--- config.mk ---
export PLATFORM = sky130hd
export DESIGN_NAME = alu_result_stage
export DESIGN_NICKNAME = d
export VERILOG_FILES = /design/src/rtl/alu_result_stage.sv
export SDC_FILE = /design/constraint.sdc
export NUM_CORES = 1
export LEC_CHECK = 0
export ABC_AREA = 1
export BUFFER_PORTS_ARGS = -buffer_cell sky130_fd_sc_hd__buf_2
export CORE_MARGIN = 2
export CORE_UTILIZATION = 40
export DETAILED_ROUTE_END_ITERATION = 12
export SLEW_MARGIN = 20
export SYNTH_ARGS = -nofsm -noshare
export SYNTH_HDL_FRONTEND = slang
export SYNTH_SLANG_ARGS = --single-unit
--- constraint.sdc ---
create_clock -name clk -period 2.5 [get_ports clk]
set_clock_uncertainty 0.1 [all_clocks]
set_input_delay 0.125 -clock clk [delete_from_list [all_inputs] [get_ports clk]]
set_output_delay 0.125 -clock clk [all_outputs]
set_load 0.1 [all_outputs]
--- src/rtl/alu_result_stage.sv ---
// alu_result_stage: registered result stage behind the ALU and the barrel shifter.
// It selects the ALU, shifter or HI/LO value into a single registered dataOut.
// It also holds a multicycle unsigned shift-add multiplier that writes the HI/LO pair.
// Optional build macro MUL_EARLY_TERM_EN: the multiply finishes as soon as the
// remaining multiplier bits are all zero. Products are the same; only the latency changes.
module alu_result_stage #(
    parameter int         WIDTH   = 32,
    parameter logic [5:0] SRL     = 6'b000010,
    parameter logic [5:0] MULTU   = 6'b011001,
    parameter logic [5:0] MFHI    = 6'b010000,
    parameter logic [5:0] MFLO    = 6'b010010,
    parameter logic [5:0] ALU_ADD = 6'b100000,
    parameter logic [5:0] ALU_SUB = 6'b100010,
    parameter logic [5:0] ALU_AND = 6'b100100,
    parameter logic [5:0] ALU_OR  = 6'b100101,
    parameter logic [5:0] ALU_SLT = 6'b101010
) (
    input  logic             clk,
    input  logic             reset,
    input  logic             op_valid,
    input  logic [5:0]       Signal,
    input  logic [WIDTH-1:0] dataA,
    input  logic [WIDTH-1:0] dataB,
    input  logic [WIDTH-1:0] aluOut,
    input  logic [WIDTH-1:0] shiftOut,
    output logic             op_ready,
    output logic             busy,
    output logic [WIDTH-1:0] dataOut,
    output logic             out_valid,
    output logic             mul_done
);

    localparam int CNT_W = $clog2(WIDTH + 1);
    localparam logic [CNT_W-1:0] CNT_LAST = CNT_W'(WIDTH);

    typedef enum logic {
        IDLE = 1'b0,
        MUL  = 1'b1
    } state_t;

    state_t                 state;
    state_t                 state_nxt;

    logic [WIDTH-1:0]       hi;
    logic [WIDTH-1:0]       lo;
    logic [2*WIDTH-1:0]     product;
    logic [2*WIDTH-1:0]     product_nxt;
    logic [2*WIDTH-1:0]     mcand;
    logic [WIDTH-1:0]       mplier;
    logic [CNT_W-1:0]       count;
    logic [CNT_W-1:0]       count_nxt;
    logic                   mul_last;

    // Result mux for single-cycle ops; codes the stage does not know about yield zero.
    function automatic logic [WIDTH-1:0] select_result(
        input logic [5:0]       code,
        input logic [WIDTH-1:0] alu_val,
        input logic [WIDTH-1:0] shift_val,
        input logic [WIDTH-1:0] hi_val,
        input logic [WIDTH-1:0] lo_val
    );
        logic [WIDTH-1:0] res;
        res = '0;
        case (code)
            ALU_ADD, ALU_SUB, ALU_AND, ALU_OR, ALU_SLT: res = alu_val;
            SRL:                                        res = shift_val;
            MFHI:                                       res = hi_val;
            MFLO:                                       res = lo_val;
            default:                                    res = '0;
        endcase
        return res;
    endfunction

    // The multiplier is busy exactly while the FSM sits in MUL, so no extra flop is needed.
    assign busy     = (state == MUL);
    assign op_ready = ~busy;

    // One shift-add iteration, plus detection of the final iteration.
    always_comb begin
        product_nxt = product + (mplier[0] ? mcand : '0);
        count_nxt   = count + CNT_W'(1);
`ifdef MUL_EARLY_TERM_EN
        mul_last    = ((mplier >> 1) == '0);
`else
        mul_last    = (count_nxt == CNT_LAST);
`endif
    end

    // FSM state register.
    always_ff @(posedge clk or negedge reset) begin
        if (!reset) begin
            state <= IDLE;
        end else begin
            state <= state_nxt;
        end
    end

    // FSM next state: enter MUL on an accepted MULTU, leave on the last iteration.
    always_comb begin
        state_nxt = state;
        case (state)
            IDLE: begin
                if (op_valid && (Signal == MULTU)) begin
                    state_nxt = MUL;
                end
            end
            MUL: begin
                if (mul_last) begin
                    state_nxt = IDLE;
                end
            end
            default: state_nxt = IDLE;
        endcase
    end

    // Result register, multiplier datapath and HI/LO. Ops arriving while busy are ignored.
    always_ff @(posedge clk or negedge reset) begin
        if (!reset) begin
            dataOut   <= '0;
            out_valid <= 1'b0;
            mul_done  <= 1'b0;
            hi        <= '0;
            lo        <= '0;
            product   <= '0;
            mcand     <= '0;
            mplier    <= '0;
            count     <= '0;
        end else begin
            out_valid <= 1'b0;
            mul_done  <= 1'b0;
            case (state)
                IDLE: begin
                    if (op_valid) begin
                        if (Signal == MULTU) begin
                            mcand   <= {{WIDTH{1'b0}}, dataA};
                            mplier  <= dataB;
                            product <= '0;
                            count   <= '0;
                        end else begin
                            dataOut   <= select_result(Signal, aluOut, shiftOut, hi, lo);
                            out_valid <= 1'b1;
                        end
                    end
                end
                MUL: begin
                    product <= product_nxt;
                    mcand   <= mcand << 1;
                    mplier  <= mplier >> 1;
                    count   <= count_nxt;
                    if (mul_last) begin
                        hi       <= product_nxt[2*WIDTH-1:WIDTH];
                        lo       <= product_nxt[WIDTH-1:0];
                        mul_done <= 1'b1;
                    end
                end
                default: ;
            endcase
        end
    end

endmodule

==> flow_summary_export.csv, run 1 <==
group,metric,value,unit
status,status,"finished, violations left",
status,violations,"negative setup slack",
synthesis,async_flop_share,1.00,
critical_path,cp-end-kind,"register",
clock_tree,htree_levels,1,
synthesis,ys.flop_type,"dfrtp_1",
drt,drt-initial-drc-count,1536,
synthesis,synth_edf_count,0,
die,core,43200,um2
drt,routed_via_density,4.99,
synthesis,yosys.area_share.simple,0.336,
synthesis,synthMuxAreaShare,0,
clock_tree,cts_root_buf,"clkbuf_16",
timing,finalSetupViolCount,66,
drt,num_vias,18600,
timing,period_needed,2.65,ns
synthesis,synth-compound-area-share,0.0943,
synthesis,synth-warning-count,0,
clock_tree,clockBufferDepth,3,
global_route,grtUsageTotal,0.285,
global_route,grt-ovfl-total,0,
die,ios,173,
synthesis,synth.top_cells.by_area,"dfrtp_1 (38%), nand2_1 (22%), inv_1 (9.8%)",
synthesis,synth_common_cells,"nand2_1 (1,037), inv_1 (459), dfrtp_1 (265)",
placement,io_buffers,172,
synthesis,synth-xor-area-share,0.0160,
critical_path,start_kind,"register",
critical_path,required,2.85,ns
worst_hold_path,hp-class,"input pin to async pin",
clock_tree,cts_made_buffers,31,
synthesis,synth_top_family_by_area,"simple AND/OR/NAND/NOR gates",
die,fp-row-count,76,
clock_tree,clk_pin_slew,0.06,ns
timing,finalHoldViolCount,0,
final_layout,num-nets-final,3320,
power,power_density,1530,nW/um2
drt,antenna_left,0,
job,cap_violations,0,
final_layout,drive_gt1_frac,0.244,
timing,tns,-3.64,ns
critical_path,path_class,"register to register",
final_layout,finalCoreUtilization,0.567,
clock_tree,clk_latency,0.59,ns
critical_path,crit_fanout,21,
timing,tightest_slew,1.06,ns
synthesis,ys_ff_latch,265,
timing,clock.fmax,378,MHz
drt,drt-wirelength-per-cell,17.4,um
placement,dp_cells,3530,
final_layout,finalNonFillerCells,3728,
timing,finalCritPeriodShare,1.06,
synthesis,synth.distinct_cells,43,
synthesis,synthAdderAreaFrac,0.0476,
die,die_width,213,um
drt,drc,0,
placement,dpl.hpwl,48400,um
placement,dpl_worst_slack,-0.560,ns
die,dieArea,45500,um2
timing,fin_hold_ws,0.0429,ns
timing,maxSlewViolCount,0,
drt,drt_first_pass_iters,5,
clock_tree,cts.sink_count,265,
timing,grt_setup_unrepaired,"true",
power,irDropWorstVdd,0.000818,V
timing,setup_ws,-0.148,ns
synthesis,syn_inst,2640,
synthesis,synth_top_area_share,0.379,
global_route,antenna_found_initial,2,
power,p_leak,13.2,nW
global_route,grt_max_degree,102,
placement,gp_congestion,1.03,
drt,totalWireLength,64700,um
synthesis,yosysMostFrequentCell,"nand2_1",
die,die_h,213,um
synthesis,synth_seq_area_share,0.379,
global_route,grt_pass1_wl,100000,um
timing,relSlewSlack,0.294,
synthesis,post-synth-top-area-cell,"dfrtp_1",
synthesis,syn_avg_cell_area,6.64,um2
final_layout,syn2layout_area_growth,39.7,%
die,start_util,0.406,
critical_path,critPathArrivalTime,3.00,ns
global_route,grt_pass1_vias,18200,
clock_tree,cts_tree,"yes",
synthesis,syn_nets,2843,
synthesis,synth_area,17500,um2
==> stage by stage <==
step           total power [mW]  cell area (um2)
6_report                   37.6            24500
3_5_place_dp               28.3            20500
2_1_floorplan              18.0            17500
3_3_place_gp               28.2            20500
5_1_grt                    40.0            24500
4_1_cts                    36.3            24100
==> path summary, 6_finish.rpt <==
path                       slack, ns    endpoint  cells past startpoint  startpoint
min reg2reg                     0.37  dataOut[2]                      1  dataOut[2]
max reg2reg                    -0.15       hi[2]                     17   mplier[0]
min                             0.04   mcand[12]                      2       reset
max                            -0.15       hi[2]                     17   mplier[0]
min in group clk                0.27  mplier[10]                      4   dataB[10]
max in group asynchronous       1.51   mcand[51]                      3       reset
==> cell families (layout without fill, tap and decap cells) <==
group	count (synthesis)	in the layout
AO/OA/AOI/OAI	280	280
other	0	2
XOR/XNOR	32	32
adder cells (fa/ha/maj)	66	66
AND/OR/NAND/NOR	1429	1429
flip-flops	265	265
buffers and inverters	568	1069
==> power by group <==
| group | total, mW | internal [mW] | leakage (nW) | switching, mW |
|---|---|---|---|---|
| sequential | 7.39 | 5.96 | 3.32 | 1.42 |
| combinational | 25.4 | 10.9 | 9.38 | 14.5 |
| clock | 4.78 | 2.84 | 0.509 | 1.94 |
==> area by class of cell <==
type,instances,area [um2]
repair buffers,535,4090
flip-flops and latches,265,6640
multi-input cells,1807,10200
inverters,477,1790
clock buffers,41,863
fillers,4146,18700
diodes,2,5.00
clock inverters,16,200
well taps,585,732
==> registers in the layout, indices dropped and copies added (netlist names), 6 cells and up <==
register  flops
mcand        64
product      64
dataOut      32
hi           32
lo           32
mplier       32
count         6
==> routing by layer <==
metal	GRT usage	up-vias	part of all wire
li1	-	9164	-
met1	0.406	8794	0.47
met2	0.454	547	0.44
met3	0.0400	81	0.067
met4	0.0730	0	0.023
met5	0	-	0
==> what timing repair did <==
item / in CTS / in global routing
hold endpoints to repair: 362 / 0
resized for setup: 204 / 98
buffers inserted: 7 / 2
pin swaps: 28 / 19
hold buffers: 130 / 0
setup endpoints to repair: 104 / 121
==> placed cells by master, fill, tap and decap left out, types with 34 or more instances in the layout <==
cell	count
nand2_1	961
inv_1	447
dfrtp_1	263
buf_4	219
buf_2	170
dlygate4sd3_1	130
nand3_1	114
nor2_1	100
nand2_2	81
o21ai_0	64
a21oi_1	49
ha_4	45
a31oi_1	38
nor2_2	37
o22ai_1	34
==> critical path, cell delays in order (launching register included) <==
cell and delay (ns):
dfrtp_2 0.45, buf_12 0.17, buf_4 0.15, nand2_1 0.06
inv_1 0.07, ha_4 0.31, nand2_4 0.08, nor2_4 0.12
inv_2 0.08, nor3_4 0.21, buf_4 0.15, nand2_1 0.05
inv_1 0.06, nand2_1 0.09, nand2_1 0.07, nand2_1 0.09
nand3_2 0.14, o21ai_1 0.08
Power figures use the tool's default switching activity.
==> inputs of run 2 (changes only) <==
PLACE_DENSITY_LB_ADDON = 0.3   (was not set)
==> run 2 against run 1 <==
Compared with the run above: via count increased by 1.3%; the run still ends with negative setup slack left; core utilization increased by 1.2 points; global-route usage increased by 0.65 points; largest power group unchanged.
==> flow_summary_export.csv, run 2 (synthesis results as in run 1) <==
group,metric,value,unit
critical_path,crit_fanout,20,
timing,setup_ws,-0.126,ns
drt,routed_via_density,5.02,
critical_path,cp-end-kind,"register",
status,status,"finished, violations left",
timing,finalSetupViolCount,58,
die,ios,173,
placement,gp_congestion,0.967,
global_route,grt_pass1_vias,18400,
placement,dpl_worst_slack,-0.405,ns
timing,fin_hold_ws,0.0589,ns
power,irDropWorstVdd,0.000733,V
final_layout,drive_gt1_frac,0.266,
clock_tree,htree_levels,1,
clock_tree,clk_latency,0.59,ns
power,p_leak,13.4,nW
status,violations,"negative setup slack",
drt,drt-initial-drc-count,1531,
drt,num_vias,18800,
job,cap_violations,0,
critical_path,start_kind,"register",
drt,totalWireLength,65800,um
timing,tns,-2.79,ns
global_route,grt-ovfl-total,0,
clock_tree,clk_pin_slew,0.07,ns
critical_path,reg2reg_slack,-0.13,ns
worst_hold_path,hp-class,"input pin to async pin",
drt,drt-wirelength-per-cell,17.6,um
timing,finalCritPeriodShare,1.05,
placement,io_buffers,172,
critical_path,path_class,"register to register",
drt,antenna_left,0,
die,dieArea,45500,um2
final_layout,num-nets-final,3341,
critical_path,cpMaxStageDelayCell,"dfrtp_2",
critical_path,cp_common_cell,"nand2_1",
placement,dpl.hpwl,49100,um
critical_path,slowest_delay,0.46,ns
timing,relSlewSlack,0.494,
critical_path,path_cells,"buf_12 > buf_12 > nand2_1 > inv_1 > ha_1 > nand2_1 > inv_1 > a21oi_1 > inv_1 > nor2_2 > nand2_1 > a21oi_2 > nand3_2 > nand3_2 > nand2_1",
final_layout,final_common_cell,"nand2_1",
die,core,43200,um2
timing,maxSlewViolCount,0,
final_layout,reg_top3,"mcand x64, product x64",
final_layout,syn2layout_area_growth,42.6,%
power,power_density,1540,nW/um2
placement,dp_cells,3546,
final_layout,n_antenna_cell,0,
timing,tightest_slew,0.759,ns
clock_tree,cts.sink_count,265,
die,fp-row-count,76,
clock_tree,cts_tree,"yes",
final_layout,fillers,4051,
global_route,antenna_found_initial,0,
global_route,grt_max_degree,92,
clock_tree,cts_made_buffers,31,
critical_path,required,2.87,ns
timing,finalHoldViolCount,0,
clock_tree,cts_root_buf,"clkbuf_16",
critical_path,critPathArrivalTime,2.99,ns
drt,drc,0,
timing,clock.fmax,381,MHz
global_route,grtUsageTotal,0.291,
final_layout,finalCoreUtilization,0.579,
final_layout,layout_common_cells,"nand2_1 (943), inv_1 (442), dfrtp_1 (263)",
die,die_h,213,um
timing,grt_setup_unrepaired,"true",
timing,period_needed,2.63,ns
die,die_width,213,um
die,start_util,0.406,
drt,drt_first_pass_iters,6,
global_route,grt_pass1_wl,102000,um
final_layout,finalNonFillerCells,3747,
clock_tree,clockBufferDepth,3,
run 2: changes by cell type in the layout (fill, tap and decap cells not counted), sizes merged:
cell / change
inv: +2
dlygate4sd3: +1
clkbuf: -1
buf: +20
diode: -2
bufinv: +1
clkinvlp: -2
run 2: path summary, 6_finish.rpt:
path	from	end	depth (start not counted)
hold / removal	reset	product[54]	3
setup / recovery	mplier[0]	hi[26]	15
setup reg to reg	mplier[0]	hi[26]	15
max in group asynchronous	reset	mcand[17]	3
hold reg to reg	dataOut[13]	dataOut[13]	2
min in group clk	dataB[27]	mplier[27]	4
run 2: repair_timing:
item | 4_1_cts | 5_1_grt
hold endpoints to repair | 362 | 0
pin swaps | 27 | 21
resized for setup | 207 | 168
endpoints found under the setup margin | 102 | 122
hold buffers | 132 | 0
buffers inserted | 5 | 7
run 2: per-layer routing:
| layer | up-vias | part of all wire | track usage |
|---|---|---|---|
| met3 | 99 | 0.059 | 0.0357 |
| met5 | - | 0 | 0 |
| met1 | 8915 | 0.48 | 0.424 |
| met2 | 611 | 0.43 | 0.456 |
| met4 | 0 | 0.028 | 0.0773 |
| li1 | 9202 | - | - |
run 2: area by class of cell:
class,instances,area [um2],area share
Tap cell,585,732,0.0293
Inverter,477,1790,0.0718
Clock buffer,40,860,0.0344
Multi-Input combinational cell,1807,10500,0.419
Clock inverter,17,240,0.00961
Sequential cell,265,6640,0.266
Timing Repair Buffer,556,4260,0.171
run 2: per-stage QoR:
stage,power [mW],cell area (um2)
after floorplan,18.0,17500
after global placement,28.2,20600
after detailed placement,28.4,20600
after CTS,36.4,24300
after global routing,41.0,25000
final,38.5,25000
run 2: critical path, delay by kind of cell, from the launching register on:
kind	cells	cell delay, ns
AND/OR/NAND/NOR	7	0.73
buffers and inverters	5	0.52
flip-flops	1	0.46
AO/OA/AOI/OAI	2	0.39
adder cells (fa/ha/maj)	1	0.32
run 2: where the power goes:
group / internal, mW / total (mW) / leakage, nW / switching [mW]
logic: 11.2 / 26.1 / 9.55 / 14.9
clock network: 2.95 / 4.90 / 0.531 / 1.94
registers: 5.96 / 7.54 / 3.32 / 1.58
==> inputs of run 3 (changes only) <==
GPL_TIMING_DRIVEN = 0   (was not set)
==> run 3 against run 2 <==
Compared with the run above: largest power group unchanged; register-to-register slack got worse by 0.09 ns; sequential power decreased by 3.7%; sequential share of layout area decreased by 0.11 points; total power decreased by 1.8%; via count decreased by 0.95%; clock power increased by 2%; final area increased by 0.36%; combinational power decreased by 2%; highest routed layer unchanged; wire length decreased by 0.99%; core utilization increased by 0.21 points; final cell count decreased by 2.6%; the run still ends with negative setup slack left; count of clock-buffer cells in the layout increased by 6.
==> flow_summary_export.csv, run 3 (synthesis results as in run 1) <==
group,metric,value,unit
global_route,grt_max_degree,95,
power,sw_frac_of_total,0.505,
timing,tightest_slew,0.868,ns
power,comb_power_share,0.677,
drt,num_vias,18600,
placement,placed_area,19200,um2
die,start_util,0.406,
timing,setup_ws,-0.216,ns
timing,finalHoldViolCount,0,
drt,routed_via_density,5.11,
power,irDropWorstVdd,0.000865,V
die,die_width,213,um
power,p_seq_frac,0.192,
die,ios,173,
timing,maxSlewViolCount,0,
critical_path,start_kind,"register",
placement,io_buffers,172,
final_layout,finalNonFillerCells,3650,
drt,drc,0,
clock_tree,htree_levels,2,
critical_path,startpoint,"mplier[0]",
power,p_clk_frac,0.132,
critical_path,cp-end-kind,"register",
die,fp-row-count,76,
timing,finalCritPeriodShare,1.09,
drt,antenna_left,0,
global_route,grtUsageTotal,0.284,
final_layout,fillers,3924,
clock_tree,cts_made_buffers,34,
final_layout,syn2layout_area_growth,43.2,%
placement,gp_congestion,0.978,
final_layout,drive_gt1_frac,0.288,
job,cap_violations,0,
power,power_density,1510,nW/um2
critical_path,regToRegStartpoint,"mplier[0]",
die,die_h,213,um
global_route,grt_pass1_wl,98900,um
placement,dp_cells,3399,
drt,drt-initial-drc-count,1597,
final_layout,finalCoreUtilization,0.581,
critical_path,required,2.86,ns
power,p_total,37.9,mW
clock_tree,clockBufferDepth,3,
clock_tree,cts.sink_count,265,
clock_tree,clk_latency,0.56,ns
timing,finalSetupViolCount,96,
critical_path,path_class,"register to register",
status,status,"finished, violations left",
die,core,43200,um2
status,violations,"negative setup slack",
global_route,met1_usage,0.374,
clock_tree,clk_pin_slew,0.06,ns
global_route,grt-ovfl-total,0,
global_route,use_met3,0.0466,
power,switchingPower,19.1,mW
timing,relSlewSlack,0.421,
final_layout,layout_common_cells,"nand2_1 (864), inv_1 (417), dfrtp_1 (264)",
drt,drt-wirelength-per-cell,17.9,um
final_layout,reg_top3,"mcand x64, product x64",
global_route,grt_busiest_layer,"met2",
clock_tree,cts_root_buf,"clkbuf_16",
global_route,grt_pass1_vias,18300,
final_layout,num-nets-final,3246,
critical_path,critPathArrivalTime,3.08,ns
die,dieArea,45500,um2
global_route,grt.met2_usage,0.464,
timing,tns,-8.79,ns
drt,drt_first_pass_iters,5,
global_route,antenna_found_initial,0,
final_layout,fin_area,25100,um2
drt,totalWireLength,65200,um
final_layout,n_antenna_cell,0,
clock_tree,cts_tree,"yes",
final_layout,final_common_cell,"nand2_1",
timing,grt_setup_unrepaired,"true",
critical_path,crit_fanout,5,
timing,clock.fmax,368,MHz
power,p_int,18.7,mW
power,p_leak,13.1,nW
worst_hold_path,hp-class,"input pin to async pin",
placement,dpl.hpwl,47900,um
timing,period_needed,2.72,ns
[run 3: cell count changes in the layout (fill, tap and decap cells not counted), sizes merged]
cell / previous run / this run
clkbuf: 40 / 77
buf: 425 / 297
clkinvlp: 3 / 1
clkinv: 9 / 8
dlygate4sd3: 131 / 130
bufinv: 5 / 3
[run 3: cell type report]
class                   count  area [um2]  area share
inverters                 477        1800      0.0718
clock inverters            12         164     0.00654
plain buffers              91         507      0.0202
repair buffers            367        2760       0.110
flip-flops and latches    265        6630       0.264
clock buffers              46         957      0.0382
multi-input cells        1807       11500       0.459
well taps                 585         732      0.0292
[run 3: power by group through the flow]
stage / logic, mW / clock network [mW] / registers, mW
after global routing: 27.4 / 5.24 / 7.44
after global placement: 16.1 / 0 / 6.99
after floorplan: 10.9 / 0 / 7.12
after CTS: 22.2 / 5.05 / 7.22
after detailed placement: 16.3 / 0 / 7.04
final: 25.6 / 4.98 / 7.26
[run 3: worst max-delay path, cell delays in order (launching register included)]
cell	delay (ns)
dfrtp_2	0.43
buf_8	0.15
clkbuf_16	0.16
nand2_4	0.04
inv_2	0.06
ha_4	0.12
inv_2	0.03
fa_2	0.39
inv_4	0.11
nand3_4	0.08
nand2_4	0.10
nand2_4	0.05
nand2_4	0.10
nand2_4	0.06
nand3_4	0.11
buf_12	0.12
xor2_4	0.19
nand2_2	0.12
nand2_1	0.10
[run 3: routing by layer]
| metal | part of all wire | up-vias |
|---|---|---|
| li1 | - | 9023 |
| met1 | 0.43 | 8747 |
| met2 | 0.45 | 735 |
| met3 | 0.075 | 144 |
| met4 | 0.044 | 0 |
| met5 | 0 | - |
[run 3: worst paths after layout]
check                                   end  slack, ns  cells after the start
worst max-delay path            product[24]      -0.22                     18
max in group asynchronous        mplier[27]       0.85                      4
min in group clk                 mplier[21]       0.30                      4
worst min-delay path            dataOut[21]       0.05                      2
worst min register to register   dataOut[7]       0.38                      1
worst max register to register  product[24]      -0.22                     18
[run 3: repair_timing]
action                     in CTS  in global routing
pin swaps                      80                 91
setup endpoints to repair     119                113
hold buffers                  130                  0
resized for setup             447                229
buffers inserted               44                 18
gates cloned                    1                  0
hold endpoints to repair      183                  0
[run 3: per-stage QoR]
stage	hold slack, ns	worst slack [ns]
6_report	0.0534	-0.216
3_5_place_dp	0.0564	-0.987
2_1_floorplan	-0.271	0.0122
5_1_grt	0.132	-0.305
3_3_place_gp	0.292	-3.72
4_1_cts	0.0995	-0.223
